**config.mk**
```make
export PLATFORM = sky130hd
export DESIGN_NAME = branch_rs
export DESIGN_NICKNAME = d
export VERILOG_FILES = /design/src/rtl/branch_rs.sv
export SDC_FILE = /design/constraint.sdc
export NUM_CORES = 2
export LEC_CHECK = 0
export ABC_AREA = 1
export BUFFER_PORTS_ARGS = -buffer_cell sky130_fd_sc_hd__buf_2
export CAP_MARGIN = 20
export CORE_ASPECT_RATIO = 1.75
export CORE_MARGIN = 2
export CORE_UTILIZATION = 40
export DETAILED_ROUTE_END_ITERATION = 7
export GPL_TIMING_DRIVEN = 0
export HOLD_SLACK_MARGIN = 0.06
export SLEW_MARGIN = 15
export SYNTH_ARGS = -nofsm -noshare
export SYNTH_HDL_FRONTEND = slang
export SYNTH_SLANG_ARGS = --single-unit
```
**constraint.sdc**
```tcl
create_clock -name clk -period 33.8 [get_ports clk]
set_input_delay 3.38 -clock clk [delete_from_list [all_inputs] [get_ports clk]]
set_output_delay 3.38 -clock clk [all_outputs]
set_load 0.01 [all_outputs]
```
**src/rtl/branch_rs.sv**
```systemverilog
// Branch reservation station: compacting in-order queue with CDB wake-up and oldest-ready issue.
// Optional `BRS_CDB_FWD_ISSUE_EN lets an entry woken by the CDB issue in the same cycle.
module branch_rs_wake #(
    parameter int TAG_W = 5
) (
    input  logic             rdy,
    input  logic [TAG_W-1:0] tag,
    input  logic [31:0]      src,
    input  logic             cdb_valid,
    input  logic [TAG_W-1:0] cdb_tag,
    input  logic [31:0]      cdb_data,
    output logic             rdy_w,
    output logic [31:0]      src_w
);
    logic hit;
    assign hit   = ~rdy & cdb_valid & (tag == cdb_tag);
    assign rdy_w = rdy | hit;
    assign src_w = hit ? cdb_data : src;
endmodule

module branch_rs #(
    parameter int ENTRY_NUM = 4,
    parameter int TAG_W     = 5
) (
    input  logic             clk,
    input  logic             rst,
    input  logic             Flush,
    input  logic             Dispatch_valid,
    input  logic [5:0]       Dispatch_Op,
    input  logic [31:0]      Dispatch_Src1,
    input  logic [31:0]      Dispatch_Src2,
    input  logic             Dispatch_Rdy1,
    input  logic             Dispatch_Rdy2,
    input  logic [TAG_W-1:0] Dispatch_Tag1,
    input  logic [TAG_W-1:0] Dispatch_Tag2,
    input  logic [31:0]      Dispatch_ime,
    input  logic [31:0]      Dispatch_PC,
    input  logic [TAG_W-1:0] Dispatch_ROB,
    output logic             Full,
    input  logic             CDB_valid,
    input  logic [TAG_W-1:0] CDB_tag,
    input  logic [31:0]      CDB_data,
    output logic             Issue_valid,
    output logic [5:0]       Issue_Op,
    output logic [31:0]      Issue_Src1,
    output logic [31:0]      Issue_Src2,
    output logic [31:0]      Issue_ime,
    output logic [31:0]      Issue_PC,
    output logic [31:0]      Issue_PC_plus_4,
    output logic [31:0]      Issue_PC_plus_8,
    output logic [TAG_W-1:0] Issue_ROB
);
    localparam int CW = $clog2(ENTRY_NUM + 1);

    typedef struct packed {
        logic [5:0]       op;
        logic [31:0]      src1;
        logic [31:0]      src2;
        logic             rdy1;
        logic             rdy2;
        logic [TAG_W-1:0] tag1;
        logic [TAG_W-1:0] tag2;
        logic [31:0]      ime;
        logic [31:0]      pc;
        logic [TAG_W-1:0] rob;
    } entry_t;

    entry_t [ENTRY_NUM-1:0]        ent_q, ent_w, ent_n;
    logic   [ENTRY_NUM-1:0]        w_rdy1, w_rdy2, vld, rdy_sel;
    logic   [ENTRY_NUM-1:0][31:0]  w_src1, w_src2;
    entry_t                        disp_e, disp_w, sel_e;
    logic                          d_rdy1, d_rdy2;
    logic   [31:0]                 d_src1, d_src2;
    logic   [CW-1:0]               count, count_n, sel_idx, wr_idx;
    logic                          sel_found, accept;

    assign Full   = (count == CW'(ENTRY_NUM));
    assign accept = Dispatch_valid & ~Full & ~Flush;

    // Per-entry operand snooping, one instance per source.
    for (genvar g = 0; g < ENTRY_NUM; g++) begin : g_ent
        branch_rs_wake #(.TAG_W(TAG_W)) u_w1 (
            .rdy(ent_q[g].rdy1), .tag(ent_q[g].tag1), .src(ent_q[g].src1),
            .cdb_valid(CDB_valid), .cdb_tag(CDB_tag), .cdb_data(CDB_data),
            .rdy_w(w_rdy1[g]), .src_w(w_src1[g]));
        branch_rs_wake #(.TAG_W(TAG_W)) u_w2 (
            .rdy(ent_q[g].rdy2), .tag(ent_q[g].tag2), .src(ent_q[g].src2),
            .cdb_valid(CDB_valid), .cdb_tag(CDB_tag), .cdb_data(CDB_data),
            .rdy_w(w_rdy2[g]), .src_w(w_src2[g]));
        assign vld[g] = (CW'(g) < count);
`ifdef BRS_CDB_FWD_ISSUE_EN
        assign rdy_sel[g] = vld[g] & w_rdy1[g] & w_rdy2[g];
`else
        assign rdy_sel[g] = vld[g] & ent_q[g].rdy1 & ent_q[g].rdy2;
`endif
    end

    branch_rs_wake #(.TAG_W(TAG_W)) u_dw1 (
        .rdy(Dispatch_Rdy1), .tag(Dispatch_Tag1), .src(Dispatch_Src1),
        .cdb_valid(CDB_valid), .cdb_tag(CDB_tag), .cdb_data(CDB_data),
        .rdy_w(d_rdy1), .src_w(d_src1));
    branch_rs_wake #(.TAG_W(TAG_W)) u_dw2 (
        .rdy(Dispatch_Rdy2), .tag(Dispatch_Tag2), .src(Dispatch_Src2),
        .cdb_valid(CDB_valid), .cdb_tag(CDB_tag), .cdb_data(CDB_data),
        .rdy_w(d_rdy2), .src_w(d_src2));

    always_comb begin
        disp_e = '{op: Dispatch_Op, src1: Dispatch_Src1, src2: Dispatch_Src2,
                   rdy1: Dispatch_Rdy1, rdy2: Dispatch_Rdy2,
                   tag1: Dispatch_Tag1, tag2: Dispatch_Tag2,
                   ime: Dispatch_ime, pc: Dispatch_PC, rob: Dispatch_ROB};
        disp_w      = disp_e;
        disp_w.rdy1 = d_rdy1;
        disp_w.src1 = d_src1;
        disp_w.rdy2 = d_rdy2;
        disp_w.src2 = d_src2;
    end

    always_comb begin
        ent_w = ent_q;
        for (int i = 0; i < ENTRY_NUM; i++) begin
            ent_w[i].rdy1 = w_rdy1[i];
            ent_w[i].src1 = w_src1[i];
            ent_w[i].rdy2 = w_rdy2[i];
            ent_w[i].src2 = w_src2[i];
        end
    end

    // Oldest ready entry wins: scan from the top so index 0 ends up last.
    always_comb begin
        sel_found = 1'b0;
        sel_idx   = '0;
        sel_e     = '0;
        for (int i = ENTRY_NUM - 1; i >= 0; i--) begin
            if (rdy_sel[i]) begin
                sel_found = 1'b1;
                sel_idx   = CW'(i);
                sel_e     = ent_w[i];
            end
        end
    end

    always_comb begin
        ent_n = ent_w;
        for (int i = 0; i < ENTRY_NUM - 1; i++) begin
            if (sel_found && (CW'(i) >= sel_idx)) ent_n[i] = ent_w[i+1];
        end
        wr_idx = sel_found ? count - CW'(1) : count;
        if (accept) begin
            for (int i = 0; i < ENTRY_NUM; i++) begin
                if (CW'(i) == wr_idx) ent_n[i] = disp_w;
            end
        end
        count_n = count + CW'(accept) - CW'(sel_found);
    end

    always_ff @(posedge clk or posedge rst) begin
        if (rst) begin
            count           <= '0;
            ent_q           <= '0;
            Issue_valid     <= 1'b0;
            Issue_Op        <= '0;
            Issue_Src1      <= '0;
            Issue_Src2      <= '0;
            Issue_ime       <= '0;
            Issue_PC        <= '0;
            Issue_PC_plus_4 <= '0;
            Issue_PC_plus_8 <= '0;
            Issue_ROB       <= '0;
        end else if (Flush) begin
            count       <= '0;
            Issue_valid <= 1'b0;
        end else begin
            count       <= count_n;
            ent_q       <= ent_n;
            Issue_valid <= sel_found;
            if (sel_found) begin
                Issue_Op        <= sel_e.op;
                Issue_Src1      <= sel_e.src1;
                Issue_Src2      <= sel_e.src2;
                Issue_ime       <= sel_e.ime;
                Issue_PC        <= sel_e.pc;
                Issue_PC_plus_4 <= sel_e.pc + 32'd4;
                Issue_PC_plus_8 <= sel_e.pc + 32'd8;
                Issue_ROB       <= sel_e.rob;
            end
        end
    end
endmodule

```
==> results.tsv <==
metric	value	unit
Clock Latency Late Sink	0.75	ns
critical-path cell list	clkbuf_1 > inv_2 > o211ai_1 > a21oi_1 > nand3_1 > clkbuf_1 > clkbuf_1 > nand2_1 > o21ai_0 > nand2_1 > nand2_1 > nand2_1 > nand3_1 > nand2_1 > nand2_1	
CP Class	input pin to register	
commonest non-fill, non-tap cell in the layout	nand2_1	
Clock Root Buffer	clkbuf_16	
post-synthesis register bit count	806	
number of synthesis warnings	0	
Boundary Pins	398	
Clk pwr share	0.218	
Comb pwr share	0.444	
EDFF count, synth	0	
CP Max Fanout	10	
Post-Syn Nets	8110	
f_max	151	MHz
post-synthesis sequential area ratio	0.400	
count of final hold-check violations	0	
CP most frequent cell	nand2_1	
WL per Instance	26.7	um
Hold WS	0.465	ns
Clock Sink Count	806	
TritonCTS clock tree	built	
worst endpoint required time	34.47	ns
Slew Viols, Final	0	
post-CTS sizing	0	
Port Buf Inserts	394	
layout cells sized above 1	0.0878	
Avg Cell Area, Syn	6.38	um2
total grt overflow	0	
Worst setup EP type	register	
asr flop ratio synth	1.00	
final WL	271000	um
leak pwr	0.0296	uW
leading post-synthesis cells by cell area	dfrtp_1 (40%), nand2_1 (24%), o21ai_0 (11%), nand3_1 (5.5%), nor2_1 (4.3%)	
vias in the first global route	57200	
Slowest Stage Delay on Critical Path	0.74	ns
Worst-path clk slew	0.06	ns
post-synthesis cell type count	45	
P&R area growth vs syn	15.1	%
Core Rows	172	
Mapped Cells	7908	
internal power	2680	uW
Pre-Repair DR Iteration Count	8	
non-filler cells, final	10200	
endpoints failing setup	0	
predominant post-synthesis flop cell	dfrtp_1	
Tmin final	6.60	ns
H-tree levels	3	
startpoint types	input pin	
Avg Vias per Cell	5.84	
Worst-Margin Slew	1.27	ns
first-pass GRT wire length	389000	um
post-synth top area cell	dfrtp_1	
worst min path class	register to register	
Post-CTS Setup Repair Bufs	0	
Worst Skew	0.0300	ns
DR DRC count	0	
Crit path arrival time	7.28	ns
Switching Fraction	0.458	
crit path max-delay cell type	clkbuf_1	
Via Count	59300	
share of power burned in registers	0.338	
pwr/cell area	85.1	nW/um2
fin nets	8619	
CTS Buf Count	86	
largest net degree at the start of global routing	101	
commonest cells after routing, fill and taps aside	nand2_1 (3175), o21ai_0 (1089), dfrtp_1 (806), nor2_1 (576), nand3_1 (552)	
Post-DP HPWL	202000	um
Die Width	273	um
initial antenna violation count	32	
Tcrit/Tclk final	0.195	
DR iter-0 viols	7068	
RD Place Congestion	1.04	
peak supply drop	0.0457	mV
die area	129000	um2
Post-Syn Area	50500	um2
number of max-cap violations	0	
Core ar.	125000	um2
die height	474	um
top cell type's share of synthesized area	0.400	
Initial Util	0.402	
RSZ-0062 raised after global routing	false	
all-layer global routing usage	0.413	
normalized max-slew margin	0.155	
hold-fix buffers at CTS	0	
net switching power	2270	uW
Clock Path Buffers	3	
Post-Place Cells	9976	
status	finished, final reports clean	
Final ANT Viol Nets	0	
[worst max-delay path: cells and delay by family]
family / cells / cell delay [ns]
AO/OA/AOI/OAI: 3 / 0.79
buffers and inverters: 4 / 2.22
AND/OR/NAND/NOR: 8 / 0.86
[final cells by class]
class | count | area (um2)
fillers | 13500 | 67400
multi-input cells | 5985 | 25900
flip-flops and latches | 806 | 20200
clock buffers | 121 | 2510
repair buffers | 421 | 2440
plain buffers | 579 | 2410
well taps | 1653 | 2070
inverters | 538 | 2030
clock inverters | 35 | 514
diodes | 15 | 37.5
[cell usage after synthesis (2+ instances only)]
master and n:
a31oi_1 7, o21ai_1 193, o21ai_0 1089, inv_2 10, buf_1 53, inv_1 527
nand2_2 6, buf_4 15, a221oi_1 3, dfrtp_1 806, ha_1 8, o211ai_1 7
a21oi_1 115, nor4_1 4, nand3_1 552, or2_2 2, nor2_2 5, buf_6 2
o2111ai_1 45, a211oi_1 2, nand2_1 3175, buf_2 106, clkbuf_1 403, nor3_1 7
a22oi_1 2, nand3b_1 5, nor2_4 2, nor2_1 577, xnor2_1 2, nand4_1 123
xor2_1 12, o22ai_1 30
[flip-flops by register name, summed over array words and instances, names as in the netlist]
register and cells:
Issue_Op 6, Issue_PC 32, Issue_PC_plus_4 30, Issue_PC_plus_8 29, Issue_ROB 5, Issue_Src1 32
Issue_Src2 32, Issue_ime 32, Issue_valid 1, count 3, ent_q 604
[power groups by stage]
| stage | Sequential (uW) | Clock (uW) | Combinational [uW] |
|---|---|---|---|
| final | 1670 | 1080 | 2200 |
| after global routing | 1710 | 1120 | 2430 |
| after CTS | 1660 | 1080 | 2140 |
| after detailed placement | 1670 | 0 | 2130 |
| after global placement | 1670 | 0 | 2080 |
| after floorplan | 1650 | 0 | 1330 |
[metal layers]
layer	track usage	share of wire
met1	0.450	0.35
met3	0.0908	0.086
met2	0.676	0.46
met5	0	0.00050
met4	0.364	0.10
[metrics by stage]
| stage | utilization | power, uW | instance area (um2) | TNS, ns | setup WS [ns] |
|---|---|---|---|---|---|
| after floorplan | - | 2980 | 50500 | 0 | 7.78 |
| after global placement | 0.434 | 3750 | 54500 | -3052.89 | -3.89 |
| after detailed placement | 0.438 | 3800 | 55000 | 0 | 26.60 |
| after CTS | 0.462 | 4880 | 58000 | 0 | 27.35 |
| after global routing | 0.463 | 5260 | 58100 | 0 | 27.14 |
| final | 0.463 | 4950 | 58100 | 0 | 27.20 |
[path summary, 6_finish.rpt]
check / startpoint / to / slack [ns] / cells past startpoint
worst max-delay path: CDB_tag[4] / Issue_Src1[10] / 27.20 / 15
worst min-delay path: Issue_PC[19] / Issue_PC[19] / 0.46 / 2
worst max register to register: count[2] / Issue_Src2[30] / 28.13 / 13
worst min register to register: Issue_PC[19] / Issue_PC[19] / 0.46 / 2
max in group asynchronous: rst / ent_q[241] / 28.82 / 6
min in group asynchronous: rst / Issue_PC_plus_8[28] / 2.69 / 2
[cell families after synthesis]
kind of cell,count (synthesis),share of synthesized area
adders and majority gates,9,0.00238
buffers and inverters,1117,0.0871
xor gates and xnor gates,15,0.00275
AOI/OAI and AO/OA,1498,0.154
and+or+nand+nor,4463,0.354
DFF,806,0.400
(Power assumes the default switching activity.)
